===== config.mk =====
export PLATFORM = sky130hd
export DESIGN_NAME = rr_arb_4x_nbit
export DESIGN_NICKNAME = d
export VERILOG_FILES = /design/src/rtl/arb_pkg.sv /design/src/rtl/mux_4x_nbit.sv /design/src/rtl/rr_arb_4x_nbit.sv
export SDC_FILE = /design/constraint.sdc
export NUM_CORES = 1
export LEC_CHECK = 0
export CAP_MARGIN = 20
export CORE_ASPECT_RATIO = 1.4
export CORE_MARGIN = 8
export CORE_UTILIZATION = 36
export CTS_CLUSTER_DIAMETER = 200
export CTS_CLUSTER_SIZE = 14
export DETAILED_ROUTE_END_ITERATION = 16
export HOLD_SLACK_MARGIN = 0.08
export PLACE_DENSITY = 0.76
export SYNTH_ARGS = -nofsm -noshare
export SYNTH_HDL_FRONTEND = slang
export SYNTH_SLANG_ARGS = --single-unit

===== constraint.sdc =====
create_clock -name clk -period 3.3 [get_ports clk]
set_input_delay 0.495 -clock clk [delete_from_list [all_inputs] [get_ports clk]]
set_output_delay 0.495 -clock clk [all_outputs]
set_load 0.005 [all_outputs]

===== src/rtl/arb_pkg.sv =====
// Shared types and helpers for the 4-way round-robin stream arbiter.
package arb_pkg;

    typedef enum logic {EMPTY = 1'b0, FULL = 1'b1} state_t;

    localparam int ARB_N = 4;
    localparam int PTR_W = 2;

    // Rotate req so ptr sits at bit 0, take the lowest set bit, then undo the rotation.
    function automatic logic [PTR_W-1:0] rr_pick(input logic [ARB_N-1:0] req,
                                                 input logic [PTR_W-1:0] ptr);
        logic [2*ARB_N-1:0] dbl;
        logic [ARB_N-1:0]   rot;
        logic [PTR_W-1:0]   idx;
        dbl = {req, req};
        rot = dbl[ptr +: ARB_N];
        idx = '0;
        for (int i = ARB_N - 1; i >= 0; i--) begin
            if (rot[i]) idx = PTR_W'(i);
        end
        return idx + ptr;
    endfunction

endpackage


===== src/rtl/mux_4x_nbit.sv =====
// Plain 4:1 bus multiplexer, BUS_WIDTH bits wide.
module mux_4x_nbit #(
    parameter int BUS_WIDTH = 8
) (
    input  logic [1:0]           sel,
    input  logic [BUS_WIDTH-1:0] a,
    input  logic [BUS_WIDTH-1:0] b,
    input  logic [BUS_WIDTH-1:0] c,
    input  logic [BUS_WIDTH-1:0] d,
    output logic [BUS_WIDTH-1:0] y
);

    always_comb begin
        case (sel)
            2'd0:    y = a;
            2'd1:    y = b;
            2'd2:    y = c;
            default: y = d;
        endcase
    end

endmodule


===== src/rtl/rr_arb_4x_nbit.sv =====
// Round-robin arbiter over four requesters feeding a one-entry registered
// output stage with a valid/ready handshake.
module rr_arb_4x_nbit
    import arb_pkg::*;
#(
    parameter int BUS_WIDTH = 8
) (
    input  logic                 clk,
    input  logic                 rst_n,
    input  logic [ARB_N-1:0]     req,
    input  logic [BUS_WIDTH-1:0] a,
    input  logic [BUS_WIDTH-1:0] b,
    input  logic [BUS_WIDTH-1:0] c,
    input  logic [BUS_WIDTH-1:0] d,
    output logic [ARB_N-1:0]     gnt,
    output logic                 out_valid,
    input  logic                 out_ready,
    output logic [BUS_WIDTH-1:0] out_data,
    output logic [PTR_W-1:0]     out_src
);

    state_t               state;
    logic [PTR_W-1:0]     ptr;
    logic [PTR_W-1:0]     winner;
    logic [BUS_WIDTH-1:0] mux_y;
    logic                 load;
    logic                 take;

    assign winner    = rr_pick(req, ptr);
    assign out_valid = (state == FULL);
    assign load      = (state == EMPTY) || (out_ready && out_valid);
    // Gate with rst_n so no requester believes its word was taken while in reset.
    assign take      = load && (|req) && rst_n;

    always_comb begin
        gnt = '0;
        if (take) gnt[winner] = 1'b1;
    end

    mux_4x_nbit #(
        .BUS_WIDTH(BUS_WIDTH)
    ) u_mux (
        .sel(winner),
        .a  (a),
        .b  (b),
        .c  (c),
        .d  (d),
        .y  (mux_y)
    );

    always_ff @(posedge clk or negedge rst_n) begin
        if (!rst_n) begin
            state    <= EMPTY;
            ptr      <= '0;
            out_data <= '0;
            out_src  <= '0;
        end else if (take) begin
            state    <= FULL;
            out_data <= mux_y;
            out_src  <= winner;
            ptr      <= winner + PTR_W'(1);
        end else if (load) begin
            state    <= EMPTY;
        end
    end

endmodule

# ---- Yosys cells after proc, flatten, opt, wreduce, memory -nomap -nowiden
# Index checks and enable logic that the tools add are counted.
dict set report word_totals {
  reg_bits 13
  in_bits 39
  word_cells 30
}
dict set report op_classes {
  n_addsub 2
  magnitude_cmp 2
  eq_ne 2
  n_shift 1
  mux 10
  bitwise_logic 1
  n_reduce_logical 8
}
# op count
set ops {}
lappend ops {{8-bit one-hot mux with 3 select lines} 1}
lappend ops {{2-bit 2-to-1 mux} 4}
lappend ops {{8-bit by 3-bit variable part select with 4-bit output} 1}
lappend ops {{1-bit logical AND} 4}
lappend ops {{4-bit 2-to-1 mux} 1}
lappend ops {{4-bit OR reduction} 1}
lappend ops {{2-bit by 3-bit less-than comparator with 1-bit output (second input constant)} 1}
lappend ops {{1-bit 2-to-1 mux} 3}
lappend ops {{2-bit by 1-bit adder with 2-bit output (second input constant)} 1}
lappend ops {{2-bit adder} 1}
lappend ops {{1-bit demux with 2-bit select} 1}
lappend ops {{2-bit by 1-bit == test with 1-bit output (second input constant)} 1}
lappend ops {{2-bit == test (second input constant)} 1}
lappend ops {{2-bit by 1-bit >= comparator with 1-bit output (second input constant)} 1}
lappend ops {{2-bit zero test} 1}
lappend ops {{2-bit nonzero test} 1}
lappend ops {{1-bit logical OR} 1}
lappend ops {{1-bit NOT} 1}

# ---- Depth between registers and ports, before layout
# Gate-level depths: netlist of run 1.
dict set report logic_depth {
  ltp_word 11
  depth_mapped 17
  ltp_nobuf 15
}

# ---- Hierarchy
# From an unflattened synthesis of run 1, not the netlist that was laid out.
dict set report hier_totals {
  cells_unflattened 82
  hier_area_um2 980.9
}
# mod n_inst cells_each area_per_inst_um2 seq_area_each_um2
set modules_own_cells {}
lappend modules_own_cells {rr_arb_4x_nbit 1 72 784.5 325.3}
lappend modules_own_cells {mux_4x_nbit 1 10 196.4 0.0}

# ---- Least setup slack after synthesis of run 1
# OpenSTA, ideal clock, no wires.
dict set report synth_timing {
  kind {input -> register}
  start {input req[3]}
  end {register out_data[0]}
  arrival_time_ns 2.977
  required_time_ns 3.157
  setup_slack_ns 0.180
  stages 16
  cell_sequence {nor2b_1 > a21oi_1 > nor2_1 > a211oi_1 > a21oi_1 > ha_1 > xor2_1 > a2111oi_0 > a211o_2 > inv_1 > ha_1 > buf_1 > a221oi_1 > nor3_1 > a21oi_1 > o41ai_4}
}
dict set report synth_via {
  elab_chain_cells 8
  word_cells_on_any_way 13
}
# item line_no
set synth_lines {}
lappend synth_lines {{start, declared} rr_arb_4x_nbit.sv:10} ;# input logic [ARB_N-1:0] req,
lappend synth_lines {{8-bit by 3-bit variable part select with 4-bit output *} arb_pkg.sv:16} ;# rot = dbl[ptr +: ARB_N];
lappend synth_lines {{2-bit 2-to-1 mux (3 in a row)} arb_pkg.sv:19} ;# if (rot[i]) idx = PTR_W'(i);
lappend synth_lines {{2-bit 2-to-1 mux *} arb_pkg.sv:19}
lappend synth_lines {{2-bit adder *} arb_pkg.sv:21} ;# return idx + ptr;
lappend synth_lines {{net u_mux.sel[1]} mux_4x_nbit.sv:5} ;# input logic [1:0] sel,
lappend synth_lines {{2-bit == test, or another cell as far along} mux_4x_nbit.sv:14} ;# case (sel)
lappend synth_lines {{8-bit one-hot mux with 3 select lines *} mux_4x_nbit.sv:14}
lappend synth_lines {{end signal, assigned} rr_arb_4x_nbit.sv:59} ;# out_data <= mux_y;
lappend synth_lines {{end, declared} rr_arb_4x_nbit.sv:18} ;# output logic [BUS_WIDTH-1:0] out_data,
# Mark *: on every way through the listed nets, which the timed path passes. The rest lies on a longest branch.
# A chain may end at the register's enable or synchronous reset.

# ---- Worst setup path in the final report of run 1
dict set report layout_timing {
  start {input req[3]}
  end {output gnt[3]}
}
dict set report layout_via {
  elab_chain_cells 11
  word_cells_on_any_way 15
}
# item line_no
set layout_lines {}
lappend layout_lines {{8-bit by 3-bit variable part select with 4-bit output *} arb_pkg.sv:16}
lappend layout_lines {{2-bit 2-to-1 mux (3 in a row)} arb_pkg.sv:19}
lappend layout_lines {{2-bit 2-to-1 mux *} arb_pkg.sv:19}
lappend layout_lines {{2-bit adder *} arb_pkg.sv:21}
lappend layout_lines {{net u_mux.sel[1]} mux_4x_nbit.sv:5}
lappend layout_lines {{2-bit by 3-bit less-than comparator with 1-bit output (not written as such) or 2-bit by 1-bit >= comparator with 1-bit output (tied branches)} rr_arb_4x_nbit.sv:37} ;# if (take) gnt[winner] = 1'b1;
lappend layout_lines {{1-bit logical AND (not written as such)} rr_arb_4x_nbit.sv:37}
lappend layout_lines {{1-bit 2-to-1 mux (not written as such)} rr_arb_4x_nbit.sv:37}
lappend layout_lines {{1-bit demux with 2-bit select *} rr_arb_4x_nbit.sv:37}
lappend layout_lines {{4-bit 2-to-1 mux *} rr_arb_4x_nbit.sv:37}
lappend layout_lines {{end, declared} rr_arb_4x_nbit.sv:15} ;# output logic [ARB_N-1:0] gnt,
# Marked as above.

==> metrics.txt, run 1 <==
outcome=finished, final reports clean; Hold Violations, Final=0; GRT Total Usage=0.1439; # DRC=0; Routed Antenna Nets=0; fillers=211; post-synth top area share=0.3030; cell taking the most area after synthesis=dfrtp_1; Final Setup Violations=0; Bufs on Longest Clock Path=2; Synth Instances=119; #FFs+latches synth=13; vias after detailed routing=1235; Initial Utilization=0.3768; DRT Pass-1 Iters=4; Seq pwr share=0.154; Crit Path Category=input pin to output pin; CTS Sinks=13; Worst path slowest cell=a2111oi_4; I/O pins=54; achievable clock frequency=311.6 MHz; port bufs=53; Sw Pwr=0.0007899 W; DIE WIDTH=62.15 um; global-route wire length before repair=5.968 mm; Crit. End Element=output pin; startpoint types=input pin; pwr/cell area=977.5 mW/mm^2; WP data required=2.80 ns; CTS clk-pin slew, worst paths=0.05 ns; total power=0.001898 W; Clock Latency Late Sink=0.24 ns; Final Util=0.6816; CP cell instances=dlygate4sd2_1 -> nor2b_4 -> a21oi_2 -> nor2_1 -> a211oi_2 -> a21oi_1 -> ha_2 -> xor2_4 -> a2111oi_4 -> a211o_4 -> buf_4 -> and3_1 -> clkdlybuf4s15_1; peak supply drop=0.7754 mV; worst min-delay path class=flop to flop; Hold WS=0.4821 ns; share of layout cells above drive strength 1=0.3125; synth warn=0; fin nets=236; final instance area=0.001942 mm^2; gr ovfl total=0; htree depth=1; CTS Buf Count=3; clock root buffer=clkbuf_8; sequential fraction of the synthesis area=0.3030; largest net degree at the start of global routing=29; vias in the first global route=1311; Yosys cell types=30; post-DP HPWL=2.916 mm; syn_area_per_cell=9.021 um^2; P_int=0.001108 W; Comb power frac=0.772; Max Clock Skew=0.004708 ns; final slew viol count=0; area grow syn2layout=80.89%; Bufs and invs on worst path=3; syn nets=162; WP data arrival=2.71 ns; DR iter-0 viols=32; Detailed Route WL=3.754 mm; ant diodes=0; Routability Congestion=0.8335; Final Critical Period=3.210 ns; chip height=80.62 um; DR vias/cell=5.393; most area-consuming cells after synthesis=dfrtp_1 (30%), o41ai_2 (11%), a21oi_1 (6.5%), a221oi_1 (6.5%), nor2b_1 (6.4%); die area=0.005010 mm^2; Clk pwr share=0.075; FP Rows=23; initial antenna violation count=0; CORE AREA=0.002849 mm^2; max_slew headroom=0.6442; area post-placement=0.001777 mm^2; Tcrit/Tclk final=0.9726; drt wl/cell=16.39 um; switching share of power=0.4162; Max Cap Viol=0; cell area after synthesis=0.001074 mm^2; crit-path leading delay family=compound AO/OA/AOI/OAI gates; CP Max Fanout=3; max incr delay on CP=0.38 ns; leakage power total=0.8329 nW; Tightest Pin Transition=0.5297 ns; CTS tree=yes
worst min-delay path: stages (launching register included):
cell	delay [ns]
dfrtp_1	0.34
nand2_1	0.04
o21ai_0	0.06
power by group through the flow:
stage	sequential [W]	clock (W)	combinational (W)
floorplan	0.000285	0	0.000716
global placement	0.000285	0	0.00122
detailed placement	0.000289	0	0.00126
CTS	0.000289	0.000147	0.00133
global route	0.000300	0.000155	0.00159
finish	0.000292	0.000142	0.00146
cell usage after synthesis, drive strengths merged:
| master | count |
|---|---|
| a2111o | 1 |
| a2111oi | 1 |
| a211o | 2 |
| a211oi | 1 |
| a21oi | 14 |
| a221oi | 8 |
| and2 | 3 |
| and3 | 1 |
| and3b | 2 |
| buf | 5 |
| clkbuf | 3 |
| dfrtp | 13 |
| ha | 4 |
| inv | 11 |
| mux2 | 1 |
| nand2 | 5 |
| nand2b | 2 |
| nor2 | 5 |
| nor2b | 11 |
| nor3 | 10 |
| nor3b | 2 |
| o21ai | 4 |
| o41ai | 9 |
| xor2 | 1 |
metal layers:
layer  wire, um  vias to the layer above  track usage
met5          0                        -            0
met4        119                        0      0.08665
met3        264                       12      0.03894
met2       1864                       64       0.2513
met1       1505                      573       0.1521
li1           -                      586            -
area by class of cell:
class | instances | area [um^2] | share of cell area
timing repair buffer | 77 | 695.7 | 0.3582
sequential | 13 | 325.3 | 0.1675
inverter | 11 | 41.29 | 0.02126
tap | 37 | 46.29 | 0.02384
multi-input combinational | 87 | 788.3 | 0.4059
clock buffer | 4 | 45.04 | 0.02320
placed cells by master, fill, tap and decap left out, types with 4 or more instances in the layout:
cell             instances
clkdlybuf4s50_1         45
buf_4                   23
dfrtp_1                 13
a21oi_1                 12
inv_1                   11
nor3_1                  10
nor2b_1                 10
o41ai_2                  7
nand2_1                  5
a221oi_1                 4
a221oi_2                 4
path summary, 6_finish.rpt:
| check | slack, ns | start | endpoint | cells after the start |
|---|---|---|---|---|
| worst max-delay path | 0.09 | req[3] | gnt[3] | 13 |
| worst min-delay path | 0.48 | out_src[0] | out_src[0] | 2 |
| worst max register to register | 0.26 | ptr[1] | out_data[0] | 16 |
| worst min register to register | 0.48 | out_src[0] | out_src[0] | 2 |
| max in group asynchronous | 2.53 | rst_n | out_data[0] | 2 |
| min in group asynchronous | 0.60 | rst_n | out_data[2] | 2 |
per-stage QoR:
| step | setup TNS (ns) | instances | setup WS [ns] |
|---|---|---|---|
| 4_1_cts | 0 | 228 | 0.001982 |
| 5_1_grt | -0.008870 | 229 | -0.008692 |
| 6_report | 0 | 229 | 0.09026 |
| 3_5_place_dp | -6.584 | 224 | -0.6242 |
| 3_3_place_gp | -5.019 | 224 | -0.4972 |
| 2_1_floorplan | 0 | 119 | 0.1802 |
kinds of logic after synthesis:
logic type	Yosys count	synth area share
compound gates	40	0.3322
xor+xnor	1	0.008160
fa+ha+maj	4	0.04662
buf+inv	19	0.08158
flops	13	0.3030
mux	1	0.01049
simple gates	41	0.2180
sequential cells by signal, indices dropped and copies added (netlist names):
register	count
out_data	8
out_src	2
out_valid	1
ptr	2
what timing repair did:
item / CTS / global route
resized for setup: 20 / 22
pin swaps: 5 / 4
buffers inserted: 0 / 1
endpoints found under the setup margin: 12 / 12
hold endpoints to repair: 0 / 0
hold buffers: 0 / 0
No activity file was read; power rests on OpenSTA's default activity.
==> run 2: changes to the inputs <==
--- a/config.mk
+++ b/config.mk
@@ -5,7 +5,7 @@
 export SDC_FILE = /design/constraint.sdc
 export NUM_CORES = 1
 export LEC_CHECK = 0
-export CAP_MARGIN = 20
+export CAP_MARGIN = 10
 export CORE_ASPECT_RATIO = 1.4
 export CORE_MARGIN = 8
 export CORE_UTILIZATION = 36
==> results of run 2 <==
The final DEF is identical to that of run 1; final timing and power are the same.
==> run 3: changes to the inputs <==
--- a/config.mk
+++ b/config.mk
@@ -5,6 +5,7 @@
 export SDC_FILE = /design/constraint.sdc
 export NUM_CORES = 1
 export LEC_CHECK = 0
+export ABC_CLOCK_PERIOD_IN_PS = 3300
 export CAP_MARGIN = 10
 export CORE_ASPECT_RATIO = 1.4
 export CORE_MARGIN = 8
==> results of run 3 <==
The final DEF is identical to that of run 1; final timing and power are the same.
